[config.mk]
export PLATFORM = sky130hd
export DESIGN_NAME = mem_sp_burst_ctrl
export DESIGN_NICKNAME = d
export VERILOG_FILES = /design/src/rtl/mem_sp_burst_ctrl_pkg.sv /design/src/rtl/mem_skid_buf2.sv /design/src/rtl/mem_sp_burst_ctrl.sv
export SDC_FILE = /design/constraint.sdc
export NUM_CORES = 1
export LEC_CHECK = 0
export ABC_AREA = 1
export ABC_CLOCK_PERIOD_IN_PS = 2500
export CORE_ASPECT_RATIO = 2
export CORE_MARGIN = 2
export CORE_UTILIZATION = 39
export CTS_CLUSTER_DIAMETER = 60
export DETAILED_ROUTE_END_ITERATION = 6
export PLACE_DENSITY = 0.67
export SLEW_MARGIN = 30
export SYNTH_ARGS = -nofsm -noshare
export SYNTH_HDL_FRONTEND = slang
export SYNTH_SLANG_ARGS = --single-unit
[constraint.sdc]
create_clock -name clk -period 2.5 [get_ports clk]
set_clock_uncertainty 0.2 [all_clocks]
set_input_delay 0.5 -clock clk [delete_from_list [all_inputs] [get_ports clk]]
set_output_delay 0.5 -clock clk [all_outputs]
set_load 0.05 [all_outputs]
[src/rtl/mem_sp_burst_ctrl_pkg.sv]
// Shared definitions for the single-port RAM burst controller: stream
// direction codes, FSM state encoding and the address-width helper macro.
`ifndef CLOG2
`define CLOG2(x) $clog2(x)
`endif

package mem_sp_burst_ctrl_pkg;

  localparam logic DIR_RD = 1'b0;
  localparam logic DIR_WR = 1'b1;

  typedef enum logic [1:0] {
    ST_IDLE = 2'd0,
    ST_RD   = 2'd1,
    ST_WR   = 2'd2,
    ST_DONE = 2'd3
  } state_e;

endpackage

[src/rtl/mem_skid_buf2.sv]
// Two-entry synchronous FIFO that absorbs read data already in flight from
// the RAM while the downstream stream is stalled.
module mem_skid_buf2 #(
  parameter int WIDTH = 8
) (
  input  logic             clk,
  input  logic             rst_n,
  input  logic             push_i,
  input  logic [WIDTH-1:0] data_i,
  input  logic             pop_i,
  output logic [WIDTH-1:0] data_o,
  output logic             full_o,
  output logic             empty_o,
  output logic [1:0]       count_o
);

  logic [WIDTH-1:0] mem_q [2];
  logic             wr_ptr_q;
  logic             rd_ptr_q;
  logic [1:0]       count_q;
  logic             do_push;
  logic             do_pop;

  assign full_o  = (count_q == 2'd2);
  assign empty_o = (count_q == 2'd0);
  assign count_o = count_q;
  assign data_o  = mem_q[rd_ptr_q];

  // A push into a full buffer is only legal when the head leaves this cycle.
  assign do_push = push_i && (!full_o || pop_i);
  assign do_pop  = pop_i && !empty_o;

  always_ff @(posedge clk) begin
    if (do_push) begin
      mem_q[wr_ptr_q] <= data_i;
    end
  end

  always_ff @(posedge clk) begin
    if (!rst_n) begin
      wr_ptr_q <= 1'b0;
      rd_ptr_q <= 1'b0;
      count_q  <= 2'd0;
    end else begin
      if (do_push) wr_ptr_q <= ~wr_ptr_q;
      if (do_pop)  rd_ptr_q <= ~rd_ptr_q;
      case ({do_push, do_pop})
        2'b10:   count_q <= count_q + 2'd1;
        2'b01:   count_q <= count_q - 2'd1;
        default: count_q <= count_q;
      endcase
    end
  end

endmodule

[src/rtl/mem_sp_burst_ctrl.sv]
// Burst controller for a single-port synchronous RAM: streams N words out of
// the RAM (hiding its 1-cycle read latency) or writes N streamed words into it.
`ifndef CLOG2
`define CLOG2(x) $clog2(x)
`endif

module mem_sp_burst_ctrl
  import mem_sp_burst_ctrl_pkg::*;
#(
  parameter int WIDTH = 8,
  parameter int DEPTH = 64,
  parameter int AW    = `CLOG2(DEPTH)
) (
  input  logic             clk,
  input  logic             rst_n,
  input  logic             start,
  input  logic             dir,
  input  logic [AW-1:0]    base,
  input  logic [AW:0]      len,
  output logic             busy,
  output logic             done,
  output logic [WIDTH-1:0] m_data,
  output logic             m_valid,
  input  logic             m_ready,
  input  logic [WIDTH-1:0] s_data,
  input  logic             s_valid,
  output logic             s_ready,
  output logic [AW-1:0]    mem_addr,
  output logic             mem_en,
  output logic             mem_we,
  output logic [WIDTH-1:0] mem_di,
  input  logic [WIDTH-1:0] mem_do,
  output state_e           dbg_state
);

  // Streams: a beat transfers on the cycle where valid && ready are both high
  // at the rising clk edge; valid never depends combinationally on ready.

  state_e        state_q;
  logic [AW-1:0] addr_q;
  logic [AW:0]   len_q;
  logic [AW:0]   cnt_q;
  logic [AW:0]   pop_cnt_q;
  logic          inflight_q;
  logic          busy_q;
  logic          done_q;

  logic          buf_full;
  logic          buf_empty;
  logic [1:0]    buf_count;
  logic          pop;
  logic [2:0]    room;
  logic          rd_issue;
  logic          wr_fire;
  logic [AW-1:0] addr_nxt;

  mem_skid_buf2 #(.WIDTH(WIDTH)) u_skid (
    .clk     (clk),
    .rst_n   (rst_n),
    .push_i  (inflight_q),
    .data_i  (mem_do),
    .pop_i   (pop),
    .data_o  (m_data),
    .full_o  (buf_full),
    .empty_o (buf_empty),
    .count_o (buf_count)
  );

  assign m_valid   = !buf_empty;
  assign pop       = m_valid && m_ready;
  assign busy      = busy_q;
  assign done      = done_q;
  assign dbg_state = state_q;
  assign mem_addr  = addr_q;
  assign mem_di    = s_data;

  always_comb begin
    // Words that will sit in the buffer next cycle if nothing new is issued.
    room     = 3'(buf_count) + 3'(inflight_q) - 3'(pop);
    rd_issue = (state_q == ST_RD) && (cnt_q < len_q) && (room < 3'd2)
               && !(buf_full && !pop);
    s_ready  = (state_q == ST_WR) && (cnt_q < len_q);
    wr_fire  = s_valid && s_ready;
    mem_en   = rd_issue || wr_fire;
    mem_we   = wr_fire;
    // DEPTH need not be a power of two, so wrap by compare rather than mask.
    addr_nxt = (addr_q == AW'(DEPTH - 1)) ? '0 : addr_q + 1'b1;
  end

  always_ff @(posedge clk) begin
    if (!rst_n) begin
      state_q    <= ST_IDLE;
      addr_q     <= '0;
      len_q      <= '0;
      cnt_q      <= '0;
      pop_cnt_q  <= '0;
      inflight_q <= 1'b0;
      busy_q     <= 1'b0;
      done_q     <= 1'b0;
    end else begin
      inflight_q <= rd_issue;
      done_q     <= 1'b0;
      unique case (state_q)
        ST_IDLE: begin
          if (start) begin
            addr_q    <= base;
            len_q     <= len;
            cnt_q     <= '0;
            pop_cnt_q <= '0;
            busy_q    <= 1'b1;
            if (len == '0) begin
              state_q <= ST_DONE;
              done_q  <= 1'b1;
            end else if (dir == DIR_WR) begin
              state_q <= ST_WR;
            end else begin
              state_q <= ST_RD;
            end
          end
        end
        ST_RD: begin
          if (rd_issue) begin
            cnt_q  <= cnt_q + 1'b1;
            addr_q <= addr_nxt;
          end
          if (pop) begin
            pop_cnt_q <= pop_cnt_q + 1'b1;
            if (pop_cnt_q + 1'b1 == len_q) begin
              state_q <= ST_DONE;
              done_q  <= 1'b1;
            end
          end
        end
        ST_WR: begin
          if (wr_fire) begin
            cnt_q  <= cnt_q + 1'b1;
            addr_q <= addr_nxt;
          end else if (cnt_q == len_q) begin
            state_q <= ST_DONE;
            done_q  <= 1'b1;
          end
        end
        ST_DONE: begin
          state_q <= ST_IDLE;
          busy_q  <= 1'b0;
        end
        default: state_q <= ST_IDLE;
      endcase
    end
  end

endmodule

# Word-level counts from Yosys, hierarchy flattened
# Memories as Yosys holds them, arrays and structs flattened. A register that Yosys moved wholly into a read port is not among the register bits.
# Cells that the tools add are included.
[totals]
in_bits = 35
mem_bits_rw = 16
out_inout_bits = 30
n_memories = 1
regBits = 36
elab_cells = 99
[mem_list]
columns = ["memory", "words", "word_bits", "rd", "rd_ports_with_merged_regs", "write_ports", "line", "source"]
rows = [
  ["u_skid.mem_q", 2, 8, 1, 1, 1, "mem_skid_buf2.sv:17", "logic [WIDTH-1:0] mem_q [2];"],
]
[classes]
n_bitwise = 2
n_mux = 33
eq_ne = 16
order_cmp = 2
add_sub_neg = 7
n_reduce_logical = 27
[ops]
columns = ["cell", "count"]
rows = [
  ["7-bit 2-to-1 mux", 4],
  ["6-bit 2-to-1 mux", 4],
  ["7-bit one-hot mux with 3 select lines", 1],
  ["6-bit one-hot mux with 3 select lines", 1],
  ["7-bit by 1-bit adder with 7-bit output, second input constant", 2],
  ["7-bit == test", 2],
  ["2-bit 2-to-1 mux", 7],
  ["7-bit one-hot mux with 2 select lines", 1],
  ["1-bit 2-to-1 mux", 11],
  ["2-bit inequality test, second input constant", 5],
  ["1-bit logical AND", 9],
  ["2-bit == test, second input constant", 4],
  ["2-bit one-hot mux with 4 select lines", 1],
  ["7-bit logical NOT", 1],
  ["7-bit < comparator", 1],
  ["6-bit by 1-bit adder with 6-bit output, second input constant", 1],
  ["6-bit == test, second input constant", 1],
  ["2-bit nonzero test", 3],
  ["5-bit AND reduction", 1],
  ["2-bit by 1-bit == test with 1-bit output, second input constant", 2],
  ["1-bit logical NOT", 4],
  ["2-bit logical NOT", 2],
  ["2-bit by 1-bit inequality test with 1-bit output, second input constant", 2],
  ["2-bit one-hot mux with 2 select lines", 1],
  ["other kinds (13)", 16],
]

# Logic depth before layout (Yosys ltp)
# Gate-level depths: netlist (run 1).
[logic_depth]
depth_word = 9
depth_mapped = 18
mapped_depth_nobuf = 18

# Cells and area by module
# From an unflattened synthesis (run 1), not the netlist that was laid out.
[hier_totals]
hier_cells = 400
hier_area_um2 = 3125.5
[modules_own_cells]
columns = ["module", "cells_each", "instances", "area_per_inst_um2", "seq_area_each_um2"]
rows = [
  ["mem_sp_burst_ctrl", 336, 1, 2290.9, 640.6],
  ["mem_skid_buf2", 64, 1, 834.6, 580.6],
]

# Least setup slack after synthesis (run 1)
# Ideal clock, no wire load.
[synth_path]
path_type = "register to output"
startpoint = "reg u_skid.count_q[1] (netlist: u_skid.count_o[1])"
endpoint = "out mem_en"
required_ns = 1.800
arrival_ns = 2.748
stages_incl_launch_ff = 13
path_slack_ns = -0.948
path_buffers = 0
cell_sequence = "dfxtp_1 > inv_2 > nand2_1 > nand2_1 > inv_1 > ha_1 > inv_1 > nand2_1 > fa_1 > nand4_1 > nor2_1 > nand3_1 > o21ai_0"
[synth_between]
elab_chain_cells = 8
elab_cells_between_ends = 13
cone_classes = "2 x add/sub; 1 x order compare; 1 x eq/ne; 9 x reduce/logical"
[synth_lines]
columns = ["item", "line", "source"]
rows = [
  ["start, declared", "mem_skid_buf2.sv:20", "logic [1:0] count_q;"],
  ["start signal, assigned", "mem_skid_buf2.sv:48", "2'b10: count_q <= count_q + 2'd1;"],
  ["start signal, assigned", "mem_skid_buf2.sv:49", "2'b01: count_q <= count_q - 2'd1;"],
  ["start signal, assigned", "mem_skid_buf2.sv:50", "default: count_q <= count_q;"],
  ["2-bit logical NOT (*)", "mem_skid_buf2.sv:25", "assign empty_o = (count_q == 2'd0);"],
  ["1-bit logical NOT (*)", "mem_sp_burst_ctrl.sv:69", "assign m_valid = !buf_empty;"],
  ["via m_valid", "mem_sp_burst_ctrl.sv:23", "output logic m_valid,"],
  ["1-bit logical AND (*)", "mem_sp_burst_ctrl.sv:70", "assign pop = m_valid && m_ready;"],
  ["3-bit by 1-bit subtractor with 3-bit output or 1-bit logical NOT (tied branches)", "mem_sp_burst_ctrl.sv:79, mem_sp_burst_ctrl.sv:81", ""],
  ["3-bit by 2-bit < comparator with 1-bit output or 1-bit logical AND (tied branches)", "mem_sp_burst_ctrl.sv:80, mem_sp_burst_ctrl.sv:81", ""],
  ["1-bit logical AND or 1-bit logical NOT (tied branches)", "mem_sp_burst_ctrl.sv:80, mem_sp_burst_ctrl.sv:81", ""],
  ["1-bit logical AND (*)", "mem_sp_burst_ctrl.sv:81", "&& !(buf_full && !pop);"],
  ["1-bit logical OR (*)", "mem_sp_burst_ctrl.sv:84", "mem_en = rd_issue || wr_fire;"],
  ["end, declared", "mem_sp_burst_ctrl.sv:29", "output logic mem_en,"],
]
# Mark *: on every way through the listed nets, which the timed path passes. The rest lies on a longest branch.

# Worst setup path after layout (run 1)
[layout_path]
startpoint = "reg u_skid.count_q[0] (netlist: u_skid.count_o[0])"
endpoint = "out mem_en"
[layout_between]
elab_chain_cells = 8
elab_cells_between_ends = 13
cone_classes = "2 x add/sub; 1 x order compare; 1 x eq/ne; 9 x reduce/logical"
[layout_lines]
columns = ["item", "line"]
rows = [
  ["parallel branches: the longest is 6 deep, another holds 2-bit by 1-bit adder with 3-bit output", "--"],
  ["1-bit logical AND (*)", "mem_sp_burst_ctrl.sv:81"],
  ["1-bit logical OR (*)", "mem_sp_burst_ctrl.sv:84"],
]
# Every way passes the cells marked *.

==> results list, run 1 <==
- The initial utilization of the core area, before any placement, comes to about two fifths.
- Worst hold-check path type: flop to flop
* Required time worst endpoint: 1800 ps
- STA classifies the critical path startpoint as a flop.
* First-pass GRT wire length: 12,000 µm
* Share of the clock period used by the worst path after layout: 116%
* Maximum fanout count along the critical path: 2
- The congestion estimate from routability-driven global placement came to approximately 0.82.
* Number of global-route vias before repair: 2,737
- Detailed routing inserted a total of 2,695 vias.
- Achievable clock frequency: 0.345 GHz
- Power spread over the standard cell area amounts to 1130 mW/mm².
* Total number of placement rows: 45
- Die Area: between 0.008 and 0.009 mm²
* Outcome: finished with violations
- Slew headroom: a little under half
- Setup TNS: -2090 ps
* Count of placed standard cells in the final layout, fillers left out: 536
* Multiplexer area fraction after synthesis: under 10%
* Pins Over Slew Limit: 0
- Counting both buffers and inverters, the worst setup path holds a total of 4.
- DIE WIDTH: between 60 and 70 µm
- In this run the tool buffered the top-level ports with 48 buffer cells.
- Slowest stage cell on the critical path: fa_1
- In this run the vertical extent of the chip is 128 µm.
- Setup Crit Path Kind: flop to primary output
- Largest net degree at the start of global routing: 21
- The later pin in the worst-skew pair is clocked with a latency of approximately 290 ps.
- Final setup vio count: 14
- Most Used Layer, Global Route: met2
- Total half-perimeter wirelength after legalization and detailed placement: between 5000 and 6000 µm
* Largest family of logic cells by synthesized area: simple AND/OR/NAND/NOR gates
- H-tree levels: 2
- Summing all multi-input logic gate instances after layout gives 0.00167 mm².
- Synthesized-area fraction occupied by and/or/nand/nor cells: 26.2%
* Main flop type after synthesis: dfxtp_1
- Proportion of netlist area held by the largest area contributor: 24.7%
* Detailed Route Iter0 Violations: 132
- Summing every instance area after synthesis gives 0.00300 mm².
- Clock-pin slew was measured on the worst setup and hold paths at 70 ps.
- Most prevalent standard cell on the critical path: inv_4
- Using the TritonRoute via totals, the vias-per-cell ratio works out to around 5.0.
* Worst path top cell family by delay: adder cells
- The commonest cells after synthesis are nand2_1 (84), a21oi_1 (40), dfxtp_1 (37).
- CTS tree: done
* Unrepaired setup endpoints after global routing: true
- N_diodes: 0
- Final Hold Vio Count: 0
- Summing the areas of all xor and xnor instances in the mapped netlist gives 2.34% of the synthesized area.
- Global routing consumed, on the met1 layer, 17.3% of the routing resources.
- The netlist uses 32 different library cells.
- The routed design could run at a clock period as short as 2900 ps.
* GRT met3 Usage: about 3.4%
- Number of enable-type register cells in the synthesized netlist: 16
* Summed area of non-filler cells in the final layout: 0.00401 mm²
- Synthesized instance count: 382
- For this block, the routed nets add up to approximately 7300 µm of wire.
- Final setup margin: -397 ps
- Floorplan core area: 0.00754 mm²
- Synth Warn #: 0
- Cells along the critical path: inv_4, nand2_8, nand2_4, inv_4, ha_4, inv_2, nand2_2, fa_1, nand4_1, nor2_1, nand3_2, o21ai_4, buf_12
- Fraction of the yosys area taken by sequential cells: 40.7%
- Counting tap cells, the placed design contains a total of 522 instances.
* Static Leakage: 1.58 nW
* Number of inserted filler cells in the final layout: 732
- The synthesized design contains 53 register bits.
- For met2 alone, demand over resource in global routing was 35.8%.
- After detailed routing, the number of remaining DRC violations is 0.
- Gr ovfl total: 0
- For the pin with the worst max-slew slack, the measured transition is 780 ps.
- Residual antenna-violating net count after detailed routing: 0
- Registers take 0.00123 mm².
* Net Count, Synth: 435
- STA puts the critical path data arrival time at 2200 ps.
- The clock passes through at most 2 buffers.
- Violations in the final reports: negative setup slack
* CTS root buffer: clkbuf_16
* Post-synth ARST share: 0%
* I/O pin total: 65
- The synthesized netlist devotes 7.76% of its cell area to adder and majority cells.
- Count of max-cap constraint violations: 0
* Antenna violations before repair: 0
- WL per Instance: 13.7 µm
- Standard cell area after detailed placement: 0.00372 mm²
- Total track usage: between 15 and 20%
- For this run, the detailed router's first-pass iteration total came to 4.
- Yosys attributes the largest share of cell area to dfxtp_1 (25%), edfxtp_1 (16%), nand2_1 (11%).
* Complex-gate fraction of the synthesized area: 11.4%
* Clk sinks: between 50 and 60
* Number of nets in the layout: 494
- Yosys instantiated no cell more often than nand2_1.
- Compared with the post-synthesis result, the final layout area differs by 33.6%.
* Total CTS buffers: 5
- Averaged over all synthesized cells, the footprint is 7.85 µm².
- Of all cell types, the one taking the most synthesized area is dfxtp_1.
- In this design, the stage delay of the slowest critical-path cell is about 470 ps.
- In the final layout, the share of cells above drive strength 1 is between 20 and 25%.
* Peak VDD IR: 0.867 mV
* Setup crit end kind: primary output
## cells by family after synthesis
family,after synthesis
compound gates,65
xor+xnor,8
fa+ha+maj,18
buf+inv,56
flops,53
mux,8
simple gates,174
## cell type report
type	instances	share of cell area [%]
Sequential cell	53	30.7
Clock buffer	5	3.12
Multi-Input combinational cell	274	41.7
Timing Repair Buffer	71	17.4
Inverter	36	3.56
Tap cell	94	2.93
Clock inverter	3	0.655
## layout by cell type, fill, tap and decap left out, types with 6 or more instances in the layout
| cell | Yosys | layout |
|---|---|---|
| nand3_1 | 25 | 23 |
| nand4_1 | 17 | 17 |
| edfxtp_1 | 16 | 16 |
| nor2_1 | 31 | 29 |
| ha_1 | 17 | 13 |
| a21oi_1 | 40 | 40 |
| nand2_1 | 84 | 80 |
| inv_1 | 33 | 28 |
| dfxtp_1 | 37 | 32 |
| o21ai_0 | 18 | 15 |
| clkdlybuf4s50_1 | 0 | 36 |
| buf_4 | 12 | 25 |
| nand2_2 | 4 | 6 |
| mux2_2 | 8 | 8 |
## final timing paths
kind                                                endpoint  cells after the start                            from  slack, ps
worst max-delay path                                  mem_en                     13  u_skid.count_o[0]$_SDFFE_PN0P_       -400
worst min-delay path            u_skid.rd_ptr_q$_SDFFE_PN0P_                      1    u_skid.rd_ptr_q$_SDFFE_PN0P_        260
worst max register to register      mem_addr[0]$_SDFFE_PN0P_                     16  u_skid.count_o[0]$_SDFFE_PN0P_       -140
worst min register to register  u_skid.rd_ptr_q$_SDFFE_PN0P_                      1    u_skid.rd_ptr_q$_SDFFE_PN0P_        260
## report_power, final
| group | leakage (nW) | total (mW) | internal, mW | switching, mW |
|---|---|---|---|---|
| logic | 1.06 | 2.60 | 0.996 | 1.60 |
| registers | 0.449 | 1.21 | 1.06 | 0.151 |
| clock network | 0.0744 | 0.710 | 0.379 | 0.331 |
## worst reg2reg max path, delay by kind of cell (launching register included)
family / cells / cell delay, ps
AO/OA/AOI/OAI: 1 / 140
adder cells (fa/ha/maj): 2 / 670
buffers and inverters: 5 / 510
flip-flops: 1 / 340
AND/OR/NAND/NOR: 8 / 720
## flip-flops by register name, summed over array words and instances, names as in the netlist, named ones only
name	flops
done	1
u_skid.rd_ptr_q	1
dbg_state	2
pop_cnt_q	7
cnt_q	7
len_q	7
u_skid.count_o	2
busy	1
u_skid.wr_ptr_q	1
u_skid.mem_q	16
mem_addr	6
inflight_q	1
## metal layers
layer	routed length [µm]	vias to the layer above
li1	-	1396
met1	2600	1228
met2	4220	58
met3	330	13
met4	174	0
met5	0	-
## repair_timing
action | 4_1_cts | 5_1_grt
pin swaps | 7 | 4
resized for setup | 13 | 13
setup endpoints to repair | 17 | 20
hold buffers | 0 | 0
setup buffers | 3 | 1
gates cloned | 2 | 0
## per-stage QoR
step	hold slack (ps)	setup slack [ps]	total power, mW	util [%]
after global placement	234	-725	3.61	49.3
after floorplan	225	-133	2.94	-
after global routing	283	-526	4.84	53.1
after detailed placement	245	-745	3.65	49.3
after CTS	258	-438	4.51	52.3
final	261	-397	4.51	53.1
Note: power is estimated with default switching activity, not from simulation.
==> inputs of run 2 (changes only) <==
--- a/config.mk
+++ b/config.mk
@@ -8,7 +8,6 @@
 export ABC_AREA = 1
 export ABC_CLOCK_PERIOD_IN_PS = 2500
 export CORE_ASPECT_RATIO = 2
-export CORE_MARGIN = 2
 export CORE_UTILIZATION = 39
 export CTS_CLUSTER_DIAMETER = 60
 export DETAILED_ROUTE_END_ITERATION = 6
==> results list, run 2 (synthesized netlist as in run 1, its figures left out) <==
- The flow ran to the end, but the final reports show violations.
* Violations in the final reports: negative setup slack
- The worst setup path is launched from an input pin.
- Setup Crit Path Kind: input pin to primary output
- Clock transition at the registers of the reported paths: 70 ps
- The area growth from synthesis to layout is 32.2%.
- Once layout is complete, the cells apart from fillers number about 530.
* Number of inserted filler cells in the final layout: just over 700
* Final setup margin: -403 ps
- Antenna violations before repair: 0
* Achievable clock frequency: 0.345 GHz
- Input and output buffers added on the ports amount to 48.
- First-pass GRT wire length: 12,100 µm
- Required time worst endpoint: roughly 1800 ps
* Clk sinks: 53
- IR analysis of the VDD net gives a maximum drop of 0.947 mV.
* Maximum buffer depth of the clock tree: 2
- DRC violations left: 0
- The number of clock buffers added by TritonCTS is 5.
- Final Hold Slack: 285 ps
* Count of max-cap constraint violations: 0
- In this run the static leakage power is between 1.5 and 2 nW.
- TritonCTS built the clock tree.
- From bottom edge to top edge, the die measures 126 µm.
- Net switching is 46.2% of the power.
- Maximum fanout count along the critical path: 2
- Clock latency on the worst-skew pair: 290 ps
* Number of global-route vias before repair: about 2,700
- STA classifies the critical path endpoint as a primary output.
- Share of total power in sequential cells: 27.2%
* Die Area: 0.00807 mm²
* Leading cell types in the layout, fill and taps excluded: nand2_1 (80), a21oi_1 (38), clkdlybuf4s50_1 (36), dfxtp_1 (31), nor2_1 (29)
- For this configuration, the core starts out at a cell density of between 40% and 50%.
- Slew headroom: 48.6%
* Total half-perimeter wirelength after legalization and detailed placement: 5460 µm
- The number of cells on the worst reg-to-reg path is 16.
- Vias/cell: 5.12
- Share of the clock period used by the worst path after layout: 116%
* Most common cell after layout, fill and taps aside: nand2_1
- At the pin with the least slew margin, the transition time is between 700 and 800 ps.
- The tightest min-delay check is of the flop to flop type.
- CTS root buffer: clkbuf_16
* Total track usage: approximately a fifth
* WL per Instance: 13.6 µm
- In this run the standard cell core region covers 0.00738 mm².
- The H-tree was split into 2 levels.
- Sw power: 2.06 mW
- The first TritonRoute pass finished after 4 iterations.
- N_diodes: 0
- I/O pin total: 65
* Arrival time at the worst endpoint: 2200 ps
* Pins Over Slew Limit: 0
* Register with the most flip-flops: u_skid.mem_q
* Wirelength, routed: 7230 µm
* Final estimated routing congestion in global placement: 0.789
- Power spread over the standard cell area amounts to roughly 1100 mW/mm².
* Final Hold Vio Count: 0
- Total number of placement rows: 44
- Counting instances, the worst hold path has a depth of 1.
- Cell internal power was estimated by the tool at 2.39 mW.
* Crit path time final: 2900 ps
- Part of the power in combinational logic: roughly 57%
- Unrepaired setup endpoints after global routing: true
* Detailed Route Iter0 Violations: 158
- Number of nets in the layout: 491
- Flip-flop count of the largest register after layout: 16
- Entering global routing, the biggest net connects 21 pins.
* Final setup vio count: 14
- Summing over every cut layer, the via total after detailed routing is 2,720.
- Fraction of layout instances using a drive strength above 1: 19.8%
- Gr ovfl total: 0
- Cell count after placement: 520
- DIE WIDTH: approximately 64 µm
* Residual antenna-violating net count after detailed routing: 0
* Clock share of power: 15.7%
- Post-CTS Hold Buffers: 0
run 2: cell types whose count changed in the layout (fill, tap and decap cells not counted), sizes merged:
cell           change
dlygate4sd2        +1
clkdlybuf4s15      -1
buf                -3
clkinv             -1
clkinvlp           +1
run 2: critical path, cell delays in order:
cell and delay, ps:
dlygate4sd2_1 270, nand2_4 80, inv_4 40, ha_4 200, inv_2 40, nand2_2 40, fa_1 480, nand4_1 70
nor2_1 130, nand3_2 120, o21ai_4 80, buf_12 150
run 2: routing by layer:
| metal | wire length [µm] | vias up | GRT usage, % |
|---|---|---|---|
| li1 | - | 1387 | - |
| met1 | 2680 | 1250 | 18.8 |
| met2 | 4050 | 60 | 36.9 |
| met3 | 251 | 23 | 3.53 |
| met4 | 249 | 0 | 9.36 |
| met5 | 0 | - | 0 |
run 2: cell type report:
type	count	area, µm²	share of cell area, %
clock buffer	5	125	3.15
clock inverter	3	21.3	0.536
inverter	36	143	3.60
multi-input combinational	274	1660	41.8
sequential	53	1230	31.0
tap	92	115	2.90
timing repair buffer	68	672	16.9
run 2: final timing paths:
check / end / slack (ps) / from
min: flop / 290 / u_skid.rd_ptr_q$_SDFFE_PN0P_
min reg2reg: flop / 290 / u_skid.rd_ptr_q$_SDFFE_PN0P_
max: mem_en / -400 / m_ready
max reg2reg: mem_addr[0]$_SDFFE_PN0P_ / -160 / u_skid.count_o[1]$_SDFFE_PN0P_
run 2: repair_timing:
item	in CTS	in global routing
gates resized for setup	12	13
pin swaps	3	1
setup buffers	1	0
endpoints found under the setup margin	17	19
gates cloned	2	0
run 2: per-stage QoR:
stage	utilization, %	setup WS, ps	cell area (µm²)	TNS [ps]	power (mW)
final	53.8	-403	3970	-2240	4.45
after global routing	53.8	-531	3970	-4520	4.74
after CTS	53.2	-424	3920	-2480	4.45
after detailed placement	50.4	-735	3720	-9490	3.64
after global placement	50.4	-721	3720	-8860	3.60
after floorplan	-	-133	3080	-917	2.94
run 2: power by group through the flow:
| stage | Clock, mW | Sequential, mW | Combinational (mW) |
|---|---|---|---|
| 2_1_floorplan | 0 | 1.40 | 1.54 |
| 5_1_grt | 0.734 | 1.23 | 2.77 |
| 4_1_cts | 0.704 | 1.21 | 2.54 |
| 3_3_place_gp | 0 | 1.22 | 2.38 |
| 3_5_place_dp | 0 | 1.23 | 2.42 |
| 6_report | 0.697 | 1.21 | 2.54 |
